[src/rtl/apb3_pkg.sv]
// Shared APB3 completer types, constants and the address-decode error rule.
package apb3_pkg;

  typedef enum logic [0:0] {IDLE, ACCESS} apb3_state_e;

  localparam int unsigned APB3_WORD_BYTES = 4;
  localparam logic [31:0] APB3_DEFAULT_ID = 32'hA9B3_0001;

  // Misaligned, out-of-range, or a write to the read-only ID word.
  function automatic logic apb3_decode_err(input logic [31:0] addr, input logic write,
                                           input int unsigned num_regs);
    logic [31:0] idx;
    idx = addr / APB3_WORD_BYTES;
    return (addr[1:0] != 2'b00) || (idx >= num_regs) || (write && (idx == 32'd0));
  endfunction

endpackage

[src/rtl/apb3_reg_bank.sv]
// Word register bank: register 0 is a constant ID, the rest are writable.
module apb3_reg_bank
  import apb3_pkg::*;
#(
  parameter int unsigned NUM_REGS   = 16,
  parameter int unsigned DATA_WIDTH = 32,
  parameter int unsigned IDX_W      = 10,
  parameter logic [31:0] ID_VALUE   = APB3_DEFAULT_ID
) (
  input  logic                           clk,
  input  logic                           rst_n,
  input  logic                           we,
  input  logic [IDX_W-1:0]               idx,
  input  logic [DATA_WIDTH-1:0]          wdata,
  output logic [NUM_REGS*DATA_WIDTH-1:0] regs
);

  assign regs[DATA_WIDTH-1:0] = DATA_WIDTH'(ID_VALUE);

  for (genvar g = 1; g < NUM_REGS; g++) begin : g_reg
    logic [DATA_WIDTH-1:0] r;

    always_ff @(posedge clk or negedge rst_n) begin
      if (!rst_n)
        r <= '0;
      else if (we && (idx == IDX_W'(g)))
        r <= wdata;
    end

    assign regs[g*DATA_WIDTH +: DATA_WIDTH] = r;
  end

endmodule

[src/rtl/apb3_completer.sv]
// APB3 completer: wait-state FSM, registered response, decode errors, register bank.
module apb3_completer
  import apb3_pkg::*;
#(
  parameter int unsigned ADDR_WIDTH  = 12,
  parameter int unsigned DATA_WIDTH  = 32,
  parameter int unsigned NUM_REGS    = 16,
  parameter int unsigned WAIT_CYCLES = 2,
  parameter logic [31:0] ID_VALUE    = APB3_DEFAULT_ID
) (
  input  logic                           PCLK,
  input  logic                           PRESETn,
  input  logic                           PSEL,
  input  logic                           PENABLE,
  input  logic                           PWRITE,
  input  logic [ADDR_WIDTH-1:0]          PADDR,
  input  logic [DATA_WIDTH-1:0]          PWDATA,
  output logic                           PREADY,
  output logic [DATA_WIDTH-1:0]          PRDATA,
  output logic                           PSLVERR,
  output logic [NUM_REGS*DATA_WIDTH-1:0] regs_o
);

  localparam int unsigned IDX_W = ADDR_WIDTH - 2;

  if (WAIT_CYCLES > 15) begin : g_bad_wait
    $error("apb3_completer: WAIT_CYCLES must be in 0..15");
  end
  if (DATA_WIDTH != 32) begin : g_bad_width
    $error("apb3_completer: only DATA_WIDTH=32 is supported");
  end

  apb3_state_e           state, state_n;
  logic [3:0]            cnt, cnt_n;
  logic                  pready_n, pslverr_n;
  logic [DATA_WIDTH-1:0] prdata_n;
  logic                  latch, we;
  logic [IDX_W-1:0]      idx_q, rd_idx, paddr_idx;
  logic                  wr_q, err_q, setup_err;
  logic [DATA_WIDTH-1:0] rd_word;

  assign paddr_idx = PADDR[ADDR_WIDTH-1:2];
  assign setup_err = apb3_decode_err(32'(PADDR), PWRITE, NUM_REGS);
  // Zero-wait reads are answered at the setup edge, before idx_q is loaded.
  assign rd_idx    = (state == IDLE) ? paddr_idx : idx_q;

  always_comb begin
    rd_word = '0;
    for (int unsigned i = 0; i < NUM_REGS; i++)
      if (rd_idx == IDX_W'(i))
        rd_word = regs_o[i*DATA_WIDTH +: DATA_WIDTH];
  end

  always_comb begin
    state_n   = state;
    cnt_n     = cnt;
    pready_n  = PREADY;
    prdata_n  = PRDATA;
    pslverr_n = PSLVERR;
    latch     = 1'b0;
    we        = 1'b0;
    case (state)
      IDLE: begin
        pready_n  = 1'b0;
        prdata_n  = '0;
        pslverr_n = 1'b0;
        if (PSEL && !PENABLE) begin
          state_n = ACCESS;
          cnt_n   = 4'(WAIT_CYCLES);
          latch   = 1'b1;
          if (WAIT_CYCLES == 0) begin
            pready_n  = 1'b1;
            pslverr_n = setup_err;
            prdata_n  = (!PWRITE && !setup_err) ? rd_word : '0;
          end
        end
      end
      ACCESS: begin
        if (!(PSEL && PENABLE)) begin
          // Requester abandoned the transfer: drop it without writing.
          state_n   = IDLE;
          cnt_n     = '0;
          pready_n  = 1'b0;
          prdata_n  = '0;
          pslverr_n = 1'b0;
        end else if (!PREADY) begin
          cnt_n = cnt - 4'd1;
          if (cnt == 4'd1) begin
            pready_n  = 1'b1;
            pslverr_n = err_q;
            prdata_n  = (!wr_q && !err_q) ? rd_word : '0;
          end
        end else begin
          we        = wr_q && !err_q;
          state_n   = IDLE;
          cnt_n     = '0;
          pready_n  = 1'b0;
          prdata_n  = '0;
          pslverr_n = 1'b0;
        end
      end
      default: state_n = IDLE;
    endcase
  end

  always_ff @(posedge PCLK or negedge PRESETn) begin
    if (!PRESETn) begin
      state   <= IDLE;
      cnt     <= '0;
      PREADY  <= 1'b0;
      PRDATA  <= '0;
      PSLVERR <= 1'b0;
    end else begin
      state   <= state_n;
      cnt     <= cnt_n;
      PREADY  <= pready_n;
      PRDATA  <= prdata_n;
      PSLVERR <= pslverr_n;
    end
  end

  always_ff @(posedge PCLK) begin
    if (latch) begin
      idx_q <= paddr_idx;
      wr_q  <= PWRITE;
      err_q <= setup_err;
    end
  end

  apb3_reg_bank #(
    .NUM_REGS  (NUM_REGS),
    .DATA_WIDTH(DATA_WIDTH),
    .IDX_W     (IDX_W),
    .ID_VALUE  (ID_VALUE)
  ) u_bank (
    .clk  (PCLK),
    .rst_n(PRESETn),
    .we   (we),
    .idx  (idx_q),
    .wdata(PWDATA),
    .regs (regs_o)
  );

endmodule

[config.mk]
export PLATFORM = sky130hd
export DESIGN_NAME = apb3_completer
export DESIGN_NICKNAME = d
export VERILOG_FILES = /design/src/rtl/apb3_pkg.sv /design/src/rtl/apb3_reg_bank.sv /design/src/rtl/apb3_completer.sv
export SDC_FILE = /design/constraint.sdc
export NUM_CORES = 1
export LEC_CHECK = 0
export ABC_CLOCK_PERIOD_IN_PS = 3190
export CORE_UTILIZATION = 40
export CTS_BUF_LIST = sky130_fd_sc_hd__clkbuf_16
export CTS_CLUSTER_DIAMETER = 30
export DETAILED_ROUTE_END_ITERATION = 16
export GPL_ROUTABILITY_DRIVEN = 0
export PLACE_DENSITY = 0.7
export SLEW_MARGIN = 20
export SYNTH_ARGS = -nofsm -noshare
export SYNTH_HDL_FRONTEND = slang
export SYNTH_SLANG_ARGS = --single-unit
[constraint.sdc]
create_clock -name PCLK -period 3.19 [get_ports PCLK]
set_input_delay 0.319 -clock PCLK [delete_from_list [all_inputs] [get_ports PCLK]]
set_output_delay 0.319 -clock PCLK [all_outputs]
set_load 0.01 [all_outputs]
# == After elaboration in Yosys (flattened, before gate mapping) ==
# Cells that the tools add are included.
# totals
regBits,531
input_bits,49
# op_classes
addsub,1
order_cmp,1
n_eq_ne,33
muxes,42
bitwise_logic,1
reduce_logical,28
# op_table
cell,count
two-way mux 32 bit,20
== test 10 x 4 -> 1 bit (second input constant),16
== test 10 x 3 -> 1 bit (second input constant),8
one-hot mux 32 bit (2 select lines),1
== test 10 x 2 -> 1 bit (second input constant),4
logical NOT 32 bit,1
== test 10 x 1 -> 1 bit (second input constant),2
logical AND 1 bit,20
two-way mux 1 bit,13
two-way mux 4 bit,3
>= comparator 10 x 5 -> 1 bit (second input constant),1
logical NOT 10 bit,1
two-way mux 10 bit,1
one-hot mux 4 bit (2 select lines),1
one-hot mux 1 bit (2 select lines),3
== test 4 x 1 -> 1 bit (second input constant),1
!= test 4 x 3 -> 1 bit (second input constant),1
subtractor 4 x 1 -> 4 bit (second input constant),1
logical NOT 1 bit,3
logical OR 1 bit,2
!= test 2 x 1 -> 1 bit (second input constant),1
nonzero test 2 bit,1
NOT 1 bit,1

# == Logic depth before layout (Yosys ltp) ==
# Gate-level depths: netlist (run 1).
# logic_depth
ltp_word,23
ltp_mapped,12
mapped_depth_nobuf,8

# == Cells and area by module ==
# Synthesis (run 1) repeated with hierarchy kept, for this count alone.
# hier_totals
cells_unflattened,1833
area_unflattened_um2,23816.6
# modules_own_cells
mod,n_inst,cells_each,area_each_um2,seq_area_each_um2
apb3_reg_bank,1,1097,18159.9,12011.5
apb3_completer,1,736,5656.7,1336.3

# == Worst setup path after synthesis (run 1) ==
# OpenSTA, ideal clock, no wires.
# synth_timing
path_kind,flip-flop to flip-flop
start,register state
end,register PRDATA[13]
arrival_time_ns,2.542
required_time_ns,3.052
path_slack_ns,0.510
path_stages_with_launch,12
path_buffers,4
cell_sequence,dfrtp_1 > buf_2 > buf_2 > mux2i_1 > buf_2 > buf_2 > mux2i_1 > o2bb2ai_1 > nand2_1 > a31oi_1 > a2111oi_0 > a21oi_1
# synth_via
elab_chain_cells,22
elab_cells_between_ends,38
cone_classes,eq/ne: 16; mux: 21; bitwise: 1
# synth_lines
item,line,text
start: declaration,apb3_completer.sv:33,"apb3_state_e state, state_n;"
start signal: assignment,apb3_completer.sv:114,state <= state_n;
two-way mux 10 bit,apb3_completer.sv:45,assign rd_idx = (state == IDLE) ? paddr_idx : idx_q;
== test 10 x 1 -> 1 bit,apb3_completer.sv:50,if (rd_idx == IDX_W'(i))
two-way mux 32 bit (15 in series),apb3_completer.sv:50,
two-way mux 32 bit,apb3_completer.sv:91,prdata_n = (!wr_q && !err_q) ? rd_word : '0;
two-way mux 32 bit,apb3_completer.sv:88,if (cnt == 4'd1) begin
two-way mux 32 bit,apb3_completer.sv:86,end else if (!PREADY) begin
two-way mux 32 bit,apb3_completer.sv:79,if (!(PSEL && PENABLE)) begin
one-hot mux 32 bit (2 select lines),apb3_completer.sv:62,case (state)
end signal: assignment,apb3_completer.sv:117,PRDATA <= prdata_n;
end: declaration,apb3_completer.sv:19,"output logic [DATA_WIDTH-1:0] PRDATA,"
# Parallel ways exist; a longest one is shown, timed or not. The select of a mux whose other input is x is not followed.
# A chain may end at the register's enable or synchronous reset.

# == Worst setup path after layout (run 1) ==
# layout_timing
start,register state
end,register PRDATA[31]
# layout_via
elab_chain_cells,23
elab_cells_between_ends,40
cone_classes,eq/ne: 16; mux: 22; bitwise: 1; reduce/logical: 1
# layout_lines
item,line
two-way mux 10 bit,apb3_completer.sv:45
logical NOT 10 bit,apb3_completer.sv:50
two-way mux 32 bit (16 in series),apb3_completer.sv:50
two-way mux 32 bit,apb3_completer.sv:91
two-way mux 32 bit,apb3_completer.sv:88
two-way mux 32 bit,apb3_completer.sv:86
two-way mux 32 bit,apb3_completer.sv:79
one-hot mux 32 bit (2 select lines),apb3_completer.sv:62
# Parallel ways exist; a longest one is shown, timed or not. The select of a mux whose other input is x is not followed.

==> results of run 1 <==
[timing repair]
action	CTS	global route
hold buffers	1	0
hold endpoints to repair	82	0
gates resized for setup	0	1
setup endpoints to repair	0	1
[final timing paths]
check                                from                     to  slack (ns)  cells after the start
worst max-delay path                state             PRDATA[31]        0.08                      9
max in group asynchronous         PRESETn  u_bank.g_reg[6].r[25]        1.91                      3
worst min register to register  PRDATA[8]              PRDATA[8]        0.50                      1
worst max register to register      state             PRDATA[31]        0.08                      9
worst min-delay path             PADDR[7]               idx_q[5]        0.29                      1
min in group asynchronous         PRESETn   u_bank.g_reg[2].r[9]        0.32                      2
[cells by family after synthesis]
family          Yosys count  share of synthesized area
other cells               2                   0.000310
simple gates            314                     0.0627
compound gates          384                      0.113
mux                     510                      0.235
flops                   531                      0.550
fa+ha+maj                 2                    0.00103
buf+inv                 195                     0.0371
[power by group through the flow]
stage | Sequential, mW | Combinational (mW) | Clock, mW
2_1_floorplan | 6.91 | 0.269 | 0
3_3_place_gp | 6.91 | 0.672 | 0
3_5_place_dp | 6.91 | 0.690 | 0
4_1_cts | 6.81 | 0.693 | 11.1
5_1_grt | 6.81 | 0.749 | 11.5
6_report | 6.81 | 0.701 | 11.1
[synth_stat cells, types with 17 or more instances]
library cell,count,area [um^2]
sky130_fd_sc_hd__dfrtp_1,519,13000
sky130_fd_sc_hd__nor3_1,21,105
sky130_fd_sc_hd__o2bb2ai_1,21,184
sky130_fd_sc_hd__clkbuf_1,105,394
sky130_fd_sc_hd__a31oi_1,17,106
sky130_fd_sc_hd__nand3_1,29,145
sky130_fd_sc_hd__mux2_2,482,5430
sky130_fd_sc_hd__buf_4,33,248
sky130_fd_sc_hd__o21ai_0,53,265
sky130_fd_sc_hd__a22oi_1,53,398
sky130_fd_sc_hd__buf_1,20,75.1
sky130_fd_sc_hd__o22ai_1,32,200
sky130_fd_sc_hd__mux2i_1,28,280
sky130_fd_sc_hd__a21oi_1,59,295
sky130_fd_sc_hd__nor2_1,92,345
sky130_fd_sc_hd__buf_2,30,150
sky130_fd_sc_hd__a221oi_1,31,272
sky130_fd_sc_hd__o221ai_1,19,166
sky130_fd_sc_hd__nand2_1,106,398
[worst reg2reg max path: stages (launching register included)]
cell	delay, ns
sky130_fd_sc_hd__dfrtp_1	0.51
sky130_fd_sc_hd__buf_4	0.25
sky130_fd_sc_hd__mux2i_4	0.51
sky130_fd_sc_hd__buf_12	0.27
sky130_fd_sc_hd__mux2i_1	0.30
sky130_fd_sc_hd__o22ai_1	0.12
sky130_fd_sc_hd__a22oi_1	0.24
sky130_fd_sc_hd__nor3_1	0.09
sky130_fd_sc_hd__o21ai_0	0.55
sky130_fd_sc_hd__a22oi_1	0.14
[state kept, by name (all words and copies together) (netlist names)]
signal      cells
PRDATA         32
cnt             4
err_q           1
state           1
u_bank.g.r    480
idx_q          10
wr_q            1
PREADY          1
PSLVERR         1
[metal layers]
layer  vias up  track usage  share of wire
met4         0        0.233          0.069
met3       473        0.111           0.11
li1       8650            -              -
met1     11200        0.442           0.36
met2      1677        0.589           0.46
met5         -            0              0
[layout make-up]
| cell class | count | area, um^2 | area share |
|---|---|---|---|
| Timing Repair Buffer | 739 | 7370 | 0.207 |
| Clock inverter | 89 | 788 | 0.0221 |
| Multi-Input combinational cell | 1242 | 10300 | 0.290 |
| Antenna cell | 1 | 2.50 | 0.0000701 |
| Inverter | 6 | 22.5 | 0.000631 |
| Sequential cell | 531 | 13300 | 0.374 |
| Tap cell | 773 | 967 | 0.0271 |
| Clock buffer | 113 | 2830 | 0.0793 |
[metrics by stage]
stage	worst slack (ns)	std cells	hold slack [ns]
after CTS	0.174	3493	0.262
after global routing	0.00865	3493	0.286
final	0.0848	3494	0.294
after detailed placement	0.0101	3290	0.450
after global placement	0.00102	3290	0.440
after floorplan	0.510	1968	0.0234
==> Flow_metrics.wiki, run 1 <==
{| class="wikitable"
! Metric !! Value
|-
| Most common library cell in the layout ignoring fill and taps || sky130_fd_sc_hd__clkdlybuf4s50_1
|-
| Wire length of the first global-routing pass || about 160,000 um
|-
| P&R area growth vs syn || 47.1%
|-
| Pin count of the biggest net entering global routing || 96
|-
| Delay of the slowest cell on the worst path || 0.55 ns
|-
| CTS Buffer Depth || 3
|-
| Residual overflow from global routing || 0
|-
| Worst VDD drop || between 0.4 and 0.5 mV
|-
| Crit path buf inv count || 2
|-
| Ordered cell list for the critical path || buf_4 > mux2i_4 > buf_12 > mux2i_1 > o22ai_1 > a22oi_1 > nor3_1 > o21ai_0 > a22oi_1
|-
| Total Negative Setup Slacks || 0 ns
|-
| Transition time at the pin with the least slew margin || 0.944 ns
|-
| Nature of the critical path startpoint || register
|-
| Total net switching power || 4.33 mW
|-
| Final hold violation count || 0
|-
| Leakage power of the design || between 15 and 20 nW
|-
| Syn Std Cell Area || 0.0243 mm^2
|-
| Fmax || between 0.3 and 0.4 GHz
|-
| Element type at the critical path end || register
|-
| Power per cell area || 521 mW/mm^2
|-
| Final Instance Area || around 0.036 mm^2
|-
| Part of the total power dissipated in the clock network || 0.596
|-
| Type of the worst setup path || register to register
|-
| Crit Path Max Fanout || 20
|-
| Share of power burned in registers || 0.366
|-
| Internal cell power || 14.3 mW
|-
| Buffer type at the clock tree root || sky130_fd_sc_hd__clkbuf_16
|-
| Unique masters post-synth || 74
|-
| Commonest cells after routing, fill and taps aside || sky130_fd_sc_hd__clkdlybuf4s50_1 (561), sky130_fd_sc_hd__dfrtp_1 (519), sky130_fd_sc_hd__mux2_2 (482)
|-
| Synth Register Bits || roughly 530
|-
| Post-DR vias/cell || 6.29
|-
| Worst slew margin || 0.369
|-
| Final total power || roughly 19 mW
|-
| Fin crit share || 0.973
|-
| Dominant cell type by count on the critical path || sky130_fd_sc_hd__a22oi_1
|-
| Sequential area share after synthesis || 0.550
|-
| Sinks on the clock net || 531
|-
| Number of buffers inserted by port buffering || 562
|-
| Synth Instances || 1,938
|-
| Slowest library cell on the worst path || sky130_fd_sc_hd__o21ai_0
|-
| Initial antenna violation count || 1
|-
| Starting utilization of the core area || 0.408
|-
| Number of buffers inserted during clock tree synthesis || between 100 and 150
|-
| Yosys synthesis warning count || 0
|-
| Placement row count || 89
|-
| Fraction of registers with async set or reset after synthesis || 0.977
|-
| ANT nets after route || 0
|-
| H-tree Lvls || 3
|-
| Postcts setup bufs || 0
|-
| Aggregate global-route resource usage || 0.372
|-
| Combinational share of power || 0.038
|-
| Data arrival time of the critical path || 3.60 ns
|-
| Share of final-layout standard cells stronger than drive strength 1 || 0.324
|-
| Core outline area || 0.0595 mm^2
|-
| Die area || 0.0616 mm^2
|-
| Post-placement cell area || ~0.032 mm^2
|-
| CTS tree || built
|-
| Detail Placement HPWL || 82,200 um
|-
| Prevailing post-synth register cell || sky130_fd_sc_hd__dfrtp_1
|-
| Count of nets after finishing || 2,683
|-
| Worst clock skew || 0.0333 ns
|-
| Count of max-cap constraint violations || 0
|-
| Max-slew violations || 0
|-
| Total Wirelength || between 100,000 and 150,000 um
|-
| Time the worst path needs with I/O delays and setup || 3.11 ns
|-
| Data required time of the worst path || 3.69 ns
|-
| Fraction of power spent switching nets || 0.233
|-
| Family with the most delay on the worst path || compound AO/OA/AOI/OAI gates
|-
| Num ports || 595
|-
| Worst-skew pair later-pin latency || 0.66 ns
|-
| RSZ-0062 raised after global routing || no
|-
| Die X-Extent || 248 um
|-
| Final standard cell utilization of the core || 0.600
|-
| Number of detailed-route iterations in the first pass || 7
|-
| Y dimension of the die || 248 um
|-
| Number of global-route vias before repair || 22,200
|-
| Detailed-route via count || ~22,000
|-
| Setup-violating endpoint count in the final report || 0
|-
| Worst Hold Class || primary input to register
|-
| Mean cell area of the mapped netlist || 12.5 um^2
|-
| Count of routing violations after the opening detailed-route iteration || ~2,300
|-
| Number of inserted filler cells in the final layout || around 4,700
|-
| Clock transition at path regs || 0.05 ns
|-
| Routed length per instance || 33.3 um
|-
| Number of flops mapped to enable cells by yosys || 12
|-
| Drt drc || 0
|-
| Status || finished, final reports clean
|}
Power figures use the tool's default switching activity.
==> run 2: changes to the inputs <==
PLACE_DENSITY = default   (was 0.7)
PLACE_DENSITY_LB_ADDON = 0.05   (was default)
==> Flow_metrics.wiki, run 2 (same netlist as run 1, synthesis figures left out) <==
{| class="wikitable"
! Metric !! Value
|-
| Number of placed instances, taps included || 3,331 (was 3,290)
|-
| Combinational share of power || 0.038 (about the same)
|-
| FF+latch area || 0.0133 mm^2 (unchanged)
|-
| Time the worst path needs with I/O delays and setup || 3.07 ns (was 3.11 ns)
|-
| Worst Hold Class || primary input to register (unchanged)
|-
| Number of buffers inserted during clock tree synthesis || 119 (was 112)
|-
| Internal cell power || 14.7 mW (was 14.3 mW)
|-
| Max-slew violations || 0 (unchanged)
|-
| Type of the worst setup path || register to register (unchanged)
|-
| Starting utilization of the core area || 0.408 (unchanged)
|-
| Total area of multi-input combinational cells || 0.0104 mm^2 (was 0.0103 mm^2)
|-
| Share of final-layout standard cells stronger than drive strength 1 || 0.339 (was 0.324)
|-
| Number of flip-flops under the largest register name || 480 (unchanged)
|-
| Routed length per instance || 32.7 um (was 33.3 um)
|-
| Fraction of power spent switching nets || 0.233 (about the same)
|-
| Most common library cell in the layout ignoring fill and taps || sky130_fd_sc_hd__clkdlybuf4s50_1 (unchanged)
|-
| Leakage power of the design || 16.7 nW (was 16.3 nW)
|-
| Placement row count || 89 (unchanged)
|-
| Worst VDD drop || 0.394 mV (was 0.404 mV)
|-
| Total Wirelength || 116,000 um (about the same)
|-
| RSZ-0062 raised after global routing || no (unchanged)
|-
| Post-placement setup slack || -0.284 ns (was 0.0101 ns)
|-
| Nature of the critical path startpoint || register (unchanged)
|-
| Buffer type at the clock tree root || sky130_fd_sc_hd__clkbuf_16 (unchanged)
|-
| Core outline area || 0.0595 mm^2 (unchanged)
|-
| Worst slew margin || 0.397 (was 0.369)
|-
| Sinks on the clock net || 531 (unchanged)
|-
| Y dimension of the die || 248 um (unchanged)
|-
| Num ports || 595 (unchanged)
|-
| ANT nets after route || 0 (unchanged)
|-
| Worst clock skew || 0.0274 ns (was 0.0333 ns)
|-
| Number of detailed-route iterations in the first pass || 7 (unchanged)
|-
| Detail Placement HPWL || 83,100 um (was 82,200 um)
|-
| Wire length of the first global-routing pass || 162,000 um (about the same)
|-
| Post-route setup slack || 0.121 ns (was 0.0848 ns)
|-
| Fmax || 0.326 GHz (was 0.322 GHz)
|-
| CTS Buffer Depth || 3 (unchanged)
|-
| P&R area growth vs syn || 50.5% (was 47.1%)
|-
| H-tree Lvls || 3 (unchanged)
|-
| Share of power burned in registers || 0.354 (was 0.366)
|-
| Setup-violating endpoint count in the final report || 0 (unchanged)
|-
| Crit Path Max Fanout || 15 (was 20)
|-
| Commonest cells after routing, fill and taps aside || sky130_fd_sc_hd__clkdlybuf4s50_1 (561), sky130_fd_sc_hd__dfrtp_1 (519), sky130_fd_sc_hd__mux2_2 (482) (unchanged)
|-
| Die X-Extent || 248 um (unchanged)
|-
| Status || finished, final reports clean (unchanged)
|-
| Final total power || 19.2 mW (was 18.6 mW)
|-
| Residual overflow from global routing || 0 (unchanged)
|-
| Largest registers in the final layout || u_bank.g.r x480, PRDATA x32, idx_q x10 (unchanged)
|-
| Detailed-route via count || 21,600 (was 22,000)
|-
| Drt drc || 0 (unchanged)
|-
| Fin crit share || 0.962 (was 0.973)
|-
| Clock transition at path regs || 0.05 ns (about the same)
|-
| Post-DR vias/cell || 6.09 (was 6.29)
|-
| Count of routing violations after the opening detailed-route iteration || 2,231 (was 2,346)
|-
| Element type at the critical path end || register (unchanged)
|-
| Count of nets after finishing || 2,733 (was 2,683)
|-
| Total net switching power || 4.48 mW (was 4.33 mW)
|-
| Data arrival time of the critical path || 3.61 ns (was 3.60 ns)
|-
| Transition time at the pin with the least slew margin || 0.902 ns (was 0.944 ns)
|-
| Number of global-route vias before repair || 21,700 (was 22,200)
|-
| Aggregate global-route resource usage || 0.374 (was 0.372)
|-
| Power per cell area || 527 mW/mm^2 (was 521 mW/mm^2)
|-
| Part of the total power dissipated in the clock network || 0.608 (was 0.596)
|-
| Count of max-cap constraint violations || 0 (unchanged)
|-
| Top reg by flops || u_bank.g.r (unchanged)
|-
| Number of inserted filler cells in the final layout || 4,749 (was 4,723)
|-
| Number of buffers inserted by port buffering || 562 (unchanged)
|-
| CTS tree || built (unchanged)
|-
| Pin count of the biggest net entering global routing || 83 (was 96)
|-
| Initial antenna violation count || 3 (was 1)
|-
| Number of non-filler instances in the completed layout || 3,553 (was 3,494)
|-
| Final standard cell utilization of the core || 0.614 (was 0.600)
|-
| Data required time of the worst path || 3.73 ns (was 3.69 ns)
|-
| Final hold violation count || 0 (unchanged)
|-
| Worst-skew pair later-pin latency || 0.67 ns (was 0.66 ns)
|-
| Die area || 0.0616 mm^2 (unchanged)
|}
[run 2: cell types whose count changed in the layout (fill, tap and decap cells not counted), sizes merged]
cell,previous run,this run
clkinvlp,9,18
diode,1,2
clkinv,46,49
clkbuf,113,122
inv,29,23
buf,177,220
[run 2: worst paths after layout]
| kind | startpoint | endpoint | slack, ns | depth (start not counted) |
|---|---|---|---|---|
| max | state | PRDATA[26] | 0.12 | 8 |
| max reg2reg | state | PRDATA[26] | 0.12 | 8 |
| min reg2reg | PRDATA[6] | PRDATA[6] | 0.50 | 2 |
| min | PADDR[7] | idx_q[5] | 0.27 | 1 |
| max in group asynchronous | PRESETn | u_bank.g_reg[11].r[29] | 1.97 | 3 |
| min in group asynchronous | PRESETn | cnt[2] | 0.30 | 2 |
[run 2: metal layers]
layer  wire [um]  GRT usage  vias up  share of wire
met2       54100      0.588     1355           0.46
li1            -          -     8756              -
met1       45500      0.485    11200           0.39
met4        5370      0.170        0          0.046
met3       11400     0.0962      301          0.098
met5           0          0        -              0
[run 2: power by group through the flow]
stage	combinational, mW	sequential (mW)	clock [mW]
2_1_floorplan	0.269	6.91	0
3_3_place_gp	0.700	6.91	0
3_5_place_dp	0.707	6.91	0
4_1_cts	0.713	6.81	11.7
5_1_grt	0.770	6.81	12.1
6_report	0.722	6.81	11.7
[run 2: final cells by class]
| cell class | instances | area share |
|---|---|---|
| Sequential cell | 531 | 0.366 |
| Clock inverter | 95 | 0.0225 |
| Clock buffer | 122 | 0.0836 |
| Multi-Input combinational cell | 1242 | 0.284 |
| Timing Repair Buffer | 782 | 0.217 |
| Antenna cell | 2 | 0.000137 |
| Tap cell | 773 | 0.0265 |
| Inverter | 6 | 0.000617 |
[run 2: worst max-delay path, cell delays in order, from the launching register on]
cell	delay, ns
sky130_fd_sc_hd__dfrtp_1	0.46
sky130_fd_sc_hd__or4_1	0.70
sky130_fd_sc_hd__and2_2	0.29
sky130_fd_sc_hd__buf_4	0.24
sky130_fd_sc_hd__nor3_4	0.34
sky130_fd_sc_hd__buf_4	0.20
sky130_fd_sc_hd__a221oi_1	0.13
sky130_fd_sc_hd__and3_1	0.22
sky130_fd_sc_hd__o41ai_1	0.36
[run 2: per-stage QoR]
stage / setup TNS (ns) / cell area [um^2] / hold WS [ns]
after floorplan: 0 / 24400 / 0.0234
after global placement: -0.670 / 32600 / 0.406
after detailed placement: -1.95 / 32600 / 0.412
after CTS: 0 / 36500 / 0.242
after global routing: 0 / 36500 / 0.263
final: 0 / 36500 / 0.273
[run 2: repair_timing]
action,in CTS,in global routing
hold endpoints to repair,68,0
setup buffers,2,0
pin swaps,1,0
resized for setup,1,2
hold buffers,1,0
endpoints found under the setup margin,1,2
